### src/rtl/id_ex_stage_reg.sv
// ID/EX pipeline register with load-use hazard detection and bubble insertion.
// Ports: clk, rst (async, active-high); id_* decode bundle in; flush in;
//   stall out (combinational); ID_EX_* registered bundle out.
//   Optional HAZARD_STATS_EN adds saturating stall_cnt / flush_cnt outputs.
module id_ex_stage_reg #(
  parameter int DATA_W  = 16,
  parameter int REG_W   = 4,
  parameter int ALUOP_W = 4
) (
  input  logic               clk,
  input  logic               rst,
  input  logic               id_valid,
  input  logic [REG_W-1:0]   id_op1,
  input  logic [REG_W-1:0]   id_op2,
  input  logic [1:0]         id_src_en,
  input  logic [DATA_W-1:0]  id_rd1,
  input  logic [DATA_W-1:0]  id_rd2,
  input  logic [DATA_W-1:0]  id_imm,
  input  logic               id_regWrite,
  input  logic               id_memRead,
  input  logic               id_memWrite,
  input  logic               id_aluSrc,
  input  logic [ALUOP_W-1:0] id_aluOp,
  input  logic               flush,
  output logic               stall,
  output logic               ID_EX_valid,
  output logic [REG_W-1:0]   ID_EX_op1,
  output logic [REG_W-1:0]   ID_EX_op2,
  output logic [DATA_W-1:0]  ID_EX_rd1,
  output logic [DATA_W-1:0]  ID_EX_rd2,
  output logic [DATA_W-1:0]  ID_EX_imm,
  output logic               ID_EX_regWrite,
  output logic               ID_EX_memRead,
  output logic               ID_EX_memWrite,
  output logic               ID_EX_aluSrc,
  output logic [ALUOP_W-1:0] ID_EX_aluOp
`ifdef HAZARD_STATS_EN
  ,
  output logic [15:0]        stall_cnt,
  output logic [15:0]        flush_cnt
`endif
);

  logic hit1;
  logic hit2;
  logic hazard;
  logic bubble;
  logic take;

  // A load in EX whose destination a decode source needs next cycle.
  assign hit1   = id_src_en[0] & (id_op1 == ID_EX_op1);
  assign hit2   = id_src_en[1] & (id_op2 == ID_EX_op1);
  assign hazard = ID_EX_valid & ID_EX_memRead
                & (ID_EX_op1 != '0) & id_valid
                & (hit1 | hit2);

  // Flush kills the decode instruction anyway, so no stall is needed.
  assign stall  = hazard & ~flush;
  assign bubble = flush | stall;
  assign take   = ~bubble & id_valid;

  always_ff @(posedge clk or posedge rst) begin
    if (rst) begin
      ID_EX_valid    <= 1'b0;
      ID_EX_op1      <= '0;
      ID_EX_op2      <= '0;
      ID_EX_rd1      <= '0;
      ID_EX_rd2      <= '0;
      ID_EX_imm      <= '0;
      ID_EX_regWrite <= 1'b0;
      ID_EX_memRead  <= 1'b0;
      ID_EX_memWrite <= 1'b0;
      ID_EX_aluSrc   <= 1'b0;
      ID_EX_aluOp    <= '0;
    end else begin
      // Operand fields always follow decode; only valid/control gate.
      ID_EX_op1      <= id_op1;
      ID_EX_op2      <= id_op2;
      ID_EX_rd1      <= id_rd1;
      ID_EX_rd2      <= id_rd2;
      ID_EX_imm      <= id_imm;
      ID_EX_valid    <= take;
      ID_EX_regWrite <= take & id_regWrite;
      ID_EX_memRead  <= take & id_memRead;
      ID_EX_memWrite <= take & id_memWrite;
      ID_EX_aluSrc   <= take & id_aluSrc;
      ID_EX_aluOp    <= take ? id_aluOp : '0;
    end
  end

`ifdef HAZARD_STATS_EN
  always_ff @(posedge clk or posedge rst) begin
    if (rst) begin
      stall_cnt <= '0;
      flush_cnt <= '0;
    end else begin
      if (stall && stall_cnt != 16'hFFFF)
        stall_cnt <= stall_cnt + 16'd1;
      if (flush && flush_cnt != 16'hFFFF)
        flush_cnt <= flush_cnt + 16'd1;
    end
  end
`endif

endmodule
### config.mk
export PLATFORM = sky130hd
export DESIGN_NAME = id_ex_stage_reg
export DESIGN_NICKNAME = d
export VERILOG_FILES = /design/src/rtl/id_ex_stage_reg.sv
export SDC_FILE = /design/constraint.sdc
export NUM_CORES = 1
export LEC_CHECK = 0
export ABC_AREA = 0
export CAP_MARGIN = 10
export CORE_ASPECT_RATIO = 0.7
export CORE_MARGIN = 2
export CORE_UTILIZATION = 25
export CTS_BUF_LIST = sky130_fd_sc_hd__clkbuf_4 sky130_fd_sc_hd__clkbuf_8
export DETAILED_ROUTE_END_ITERATION = 16
export SLEW_MARGIN = 40
export SYNTH_ARGS = -nofsm -noshare
export SYNTH_HDL_FRONTEND = slang
export SYNTH_SLANG_ARGS = --single-unit
### constraint.sdc
create_clock -name clk -period 3.9 [get_ports clk]
set_clock_uncertainty 0.15 [all_clocks]
set_input_delay 0.975 -clock clk [delete_from_list [all_inputs] [get_ports clk]]
set_output_delay 0.975 -clock clk [all_outputs]
set_load 0.02 [all_outputs]
==> run metrics, run 1 <==
WHS Path Cells 4; vias 1389; vias in the first global route 1444; status finished clean; Tmin final 3750 ps; RePlAce Congestion 0.744; largest net degree at the start of global routing 35; Gate Count Post-Synth 103; Setup crit end kind primary output; Final setup viols 0; hold crit path type reg -> reg; Post-Syn Area 1880 um^2; Tightest Pin Transition 694 ps; dpl hpwl 3670 um; post-place instance area 3380 um^2; htree depth 3; Netlist cell types 17; Hold WS 767 ps; Seq cells post-synth 65; kind of critical path in -> out; relative slew slack 53.6%; Die Ht 76.5 um; share of cells above drive strength 1 8.98%; Leak 0.00154 uW; max-cap viol count 0; clk_lat worst skew 330 ps; CTS tree done; post-CTS setup buffers 0; Clock Sink Count 65; Max Freq 0.267 GHz; post-synthesis sequential area ratio 86.6%; Avg WL per Cell 13.7 um; nets 321; CP Max Fanout 2; internal reg-to-reg setup slack 2030 ps; met1 Use GR 13.3%; area of the multi-input gates 233 um^2; Initial Util 25.8%; fin util 49.5%; fill cell count 667; Area Overhead vs Synth 92.0%; layer carrying the most global-route usage met2; IR drop worst, VDD 162 uV; WP data arrival 2620 ps; M3 GR Usage 7.96%; Clock Tree Buf Depth 2; reg2reg path depth 5; storage element area 1630 um^2; R2R Path Start ID_EX_op1[2]$_DFF_PP0_; drt total wl 4840 um; row cnt 26; global-route wire length before repair 7360 um; final worst slack 154 ps; Core Area 7290 um^2; RSZ-0062 raised after global routing false; Final Max Slew Viols 0; initial antenna violation count 0; Syn Area/Cell 18.2 um^2; Synth warnings 0; # diodes 0; net count after synthesis 173; Post-DRT Antenna Nets 0; crit start category input pin; design area 3610 um^2; io pins 136; grt met2 use 18.4%; drt initial violations 16; Congestion Overflow GR 0; startpoint of the worst hold path ID_EX_memRead$_DFF_PP0_; Tot GR Track Use 12.0%; Inserted Clock Buffers 9; clk root buf clkbuf_8; worst hold endpoint ID_EX_aluOp[1]$_DFF_PP0_; 1st-pass router iterations 4; Hold Fails Final Rpt 0; Critical Path RT 2770 ps; Port Buffers 135; drt via density 3.92; P per Cell Area 433 nW/um^2; Period Utilization, post-route 96.0%; die width 108 um; DIE AREA 8230 um^2; Residual DRC 0; Post-Place Setup Slack -97.7 ps; clock transition at the registers of the reported paths 70 ps; RR Endpoint ID_EX_memRead$_DFF_PP0_
[state kept, by name, summed over array words and instances (netlist names)]
name	count
ID_EX_op2	4
ID_EX_valid	1
ID_EX_aluSrc	1
ID_EX_regWrite	1
ID_EX_imm	16
ID_EX_op1	4
ID_EX_rd1	16
ID_EX_memWrite	1
ID_EX_rd2	16
ID_EX_memRead	1
ID_EX_aluOp	4
[per-layer routing]
layer | part of all wire, % | wire length, um
met4 | 1.1 | 55
met1 | 38 | 1850
met2 | 45 | 2170
met5 | 0 | 0
met3 | 16 | 762
[cell usage after synthesis]
master / n / share of area, %
dfrtp_1: 65 / 87
nor3_1: 8 / 2.1
xnor2_1: 5 / 2.3
nor4b_4: 1 / 1.3
nor3_2: 1 / 0.53
nand2_1: 9 / 1.8
a222oi_1: 1 / 0.53
buf_1: 1 / 0.20
o21ba_1: 1 / 0.53
nor3b_1: 1 / 0.40
or4_1: 1 / 0.40
nand4_4: 1 / 1.1
nor2b_1: 1 / 0.33
nand3_1: 1 / 0.27
o22ai_1: 1 / 0.33
inv_1: 4 / 0.80
o211ai_1: 1 / 0.40
[how the worst max path moves through the flow]
stage	endpoint	slack [ps]	from	depth (start not counted)
final	stall	150	id_op1[0]	6
after global routing	stall	50	id_op1[0]	6
after CTS	stall	120	id_op1[0]	6
after detailed placement	stall	-100	id_op1[0]	6
after global placement	stall	-80	id_op1[0]	6
after floorplan	stall	750	id_op1[0]	4
[critical path, stage by stage]
cell and delay [ps]:
clkdlybuf4s50_1 480, inv_1 60, a222oi_1 310, nor4b_4 280
o21ba_1 180, dlygate4sd2_1 340
[per-stage QoR]
stage / total power (uW) / setup TNS [ps] / std cells
2_1_floorplan: 800 / 0 / 103
3_3_place_gp: 948 / -75.4 / 338
3_5_place_dp: 949 / -97.7 / 338
4_1_cts: 1600 / 0 / 354
5_1_grt: 1640 / 0 / 354
6_report: 1560 / 0 / 354
[layout by cell type, fill, tap and decap left out, drive strengths merged, types with 2 or more instances in the layout]
cell type      instances
nor3                   9
clkdlybuf4s50        134
clkinv                 3
bufinv                 2
dfrtp                 65
nand2                  9
buf                    3
clkbuf                 9
xnor2                  5
inv                    6
[logic make-up (layout without fill, tap and decap cells)]
group | count (synthesis) | after routing | share of synthesized area [%]
flops | 65 | 65 | 86.6
simple gates | 24 | 24 | 8.26
xor+xnor | 5 | 5 | 2.33
compound gates | 4 | 4 | 1.80
buf+inv | 5 | 158 | 0.999
[what timing repair did]
item	4_1_cts	5_1_grt
endpoints found under the setup margin	1	0
hold buffers	0	0
resized for setup	1	0
[power breakdown]
group / internal (uW) / total [uW] / switching (uW)
Clock: 365 / 630 / 265
Sequential: 706 / 718 / 11.4
Combinational: 125 / 215 / 89.2
Total: 1200 / 1560 / 365
[cell type report]
cell class | count | area share [%]
flip-flops and latches | 65 | 45.1
repair buffers | 138 | 38.4
multi-input cells | 33 | 6.45
clock buffers | 9 | 3.44
well taps | 98 | 3.40
clock inverters | 7 | 2.78
inverters | 4 | 0.416
Note: power is estimated with default switching activity, not from simulation.
==> inputs of run 2 (changes only) <==
--- a/config.mk
+++ b/config.mk
@@ -6,7 +6,7 @@
 export NUM_CORES = 1
 export LEC_CHECK = 0
 export ABC_AREA = 0
-export CAP_MARGIN = 10
+export CAP_MARGIN = 20
 export CORE_ASPECT_RATIO = 0.7
 export CORE_MARGIN = 2
 export CORE_UTILIZATION = 25
==> results of run 2 <==
Same layout as run 1: the final DEF is identical, and so are final timing and power.
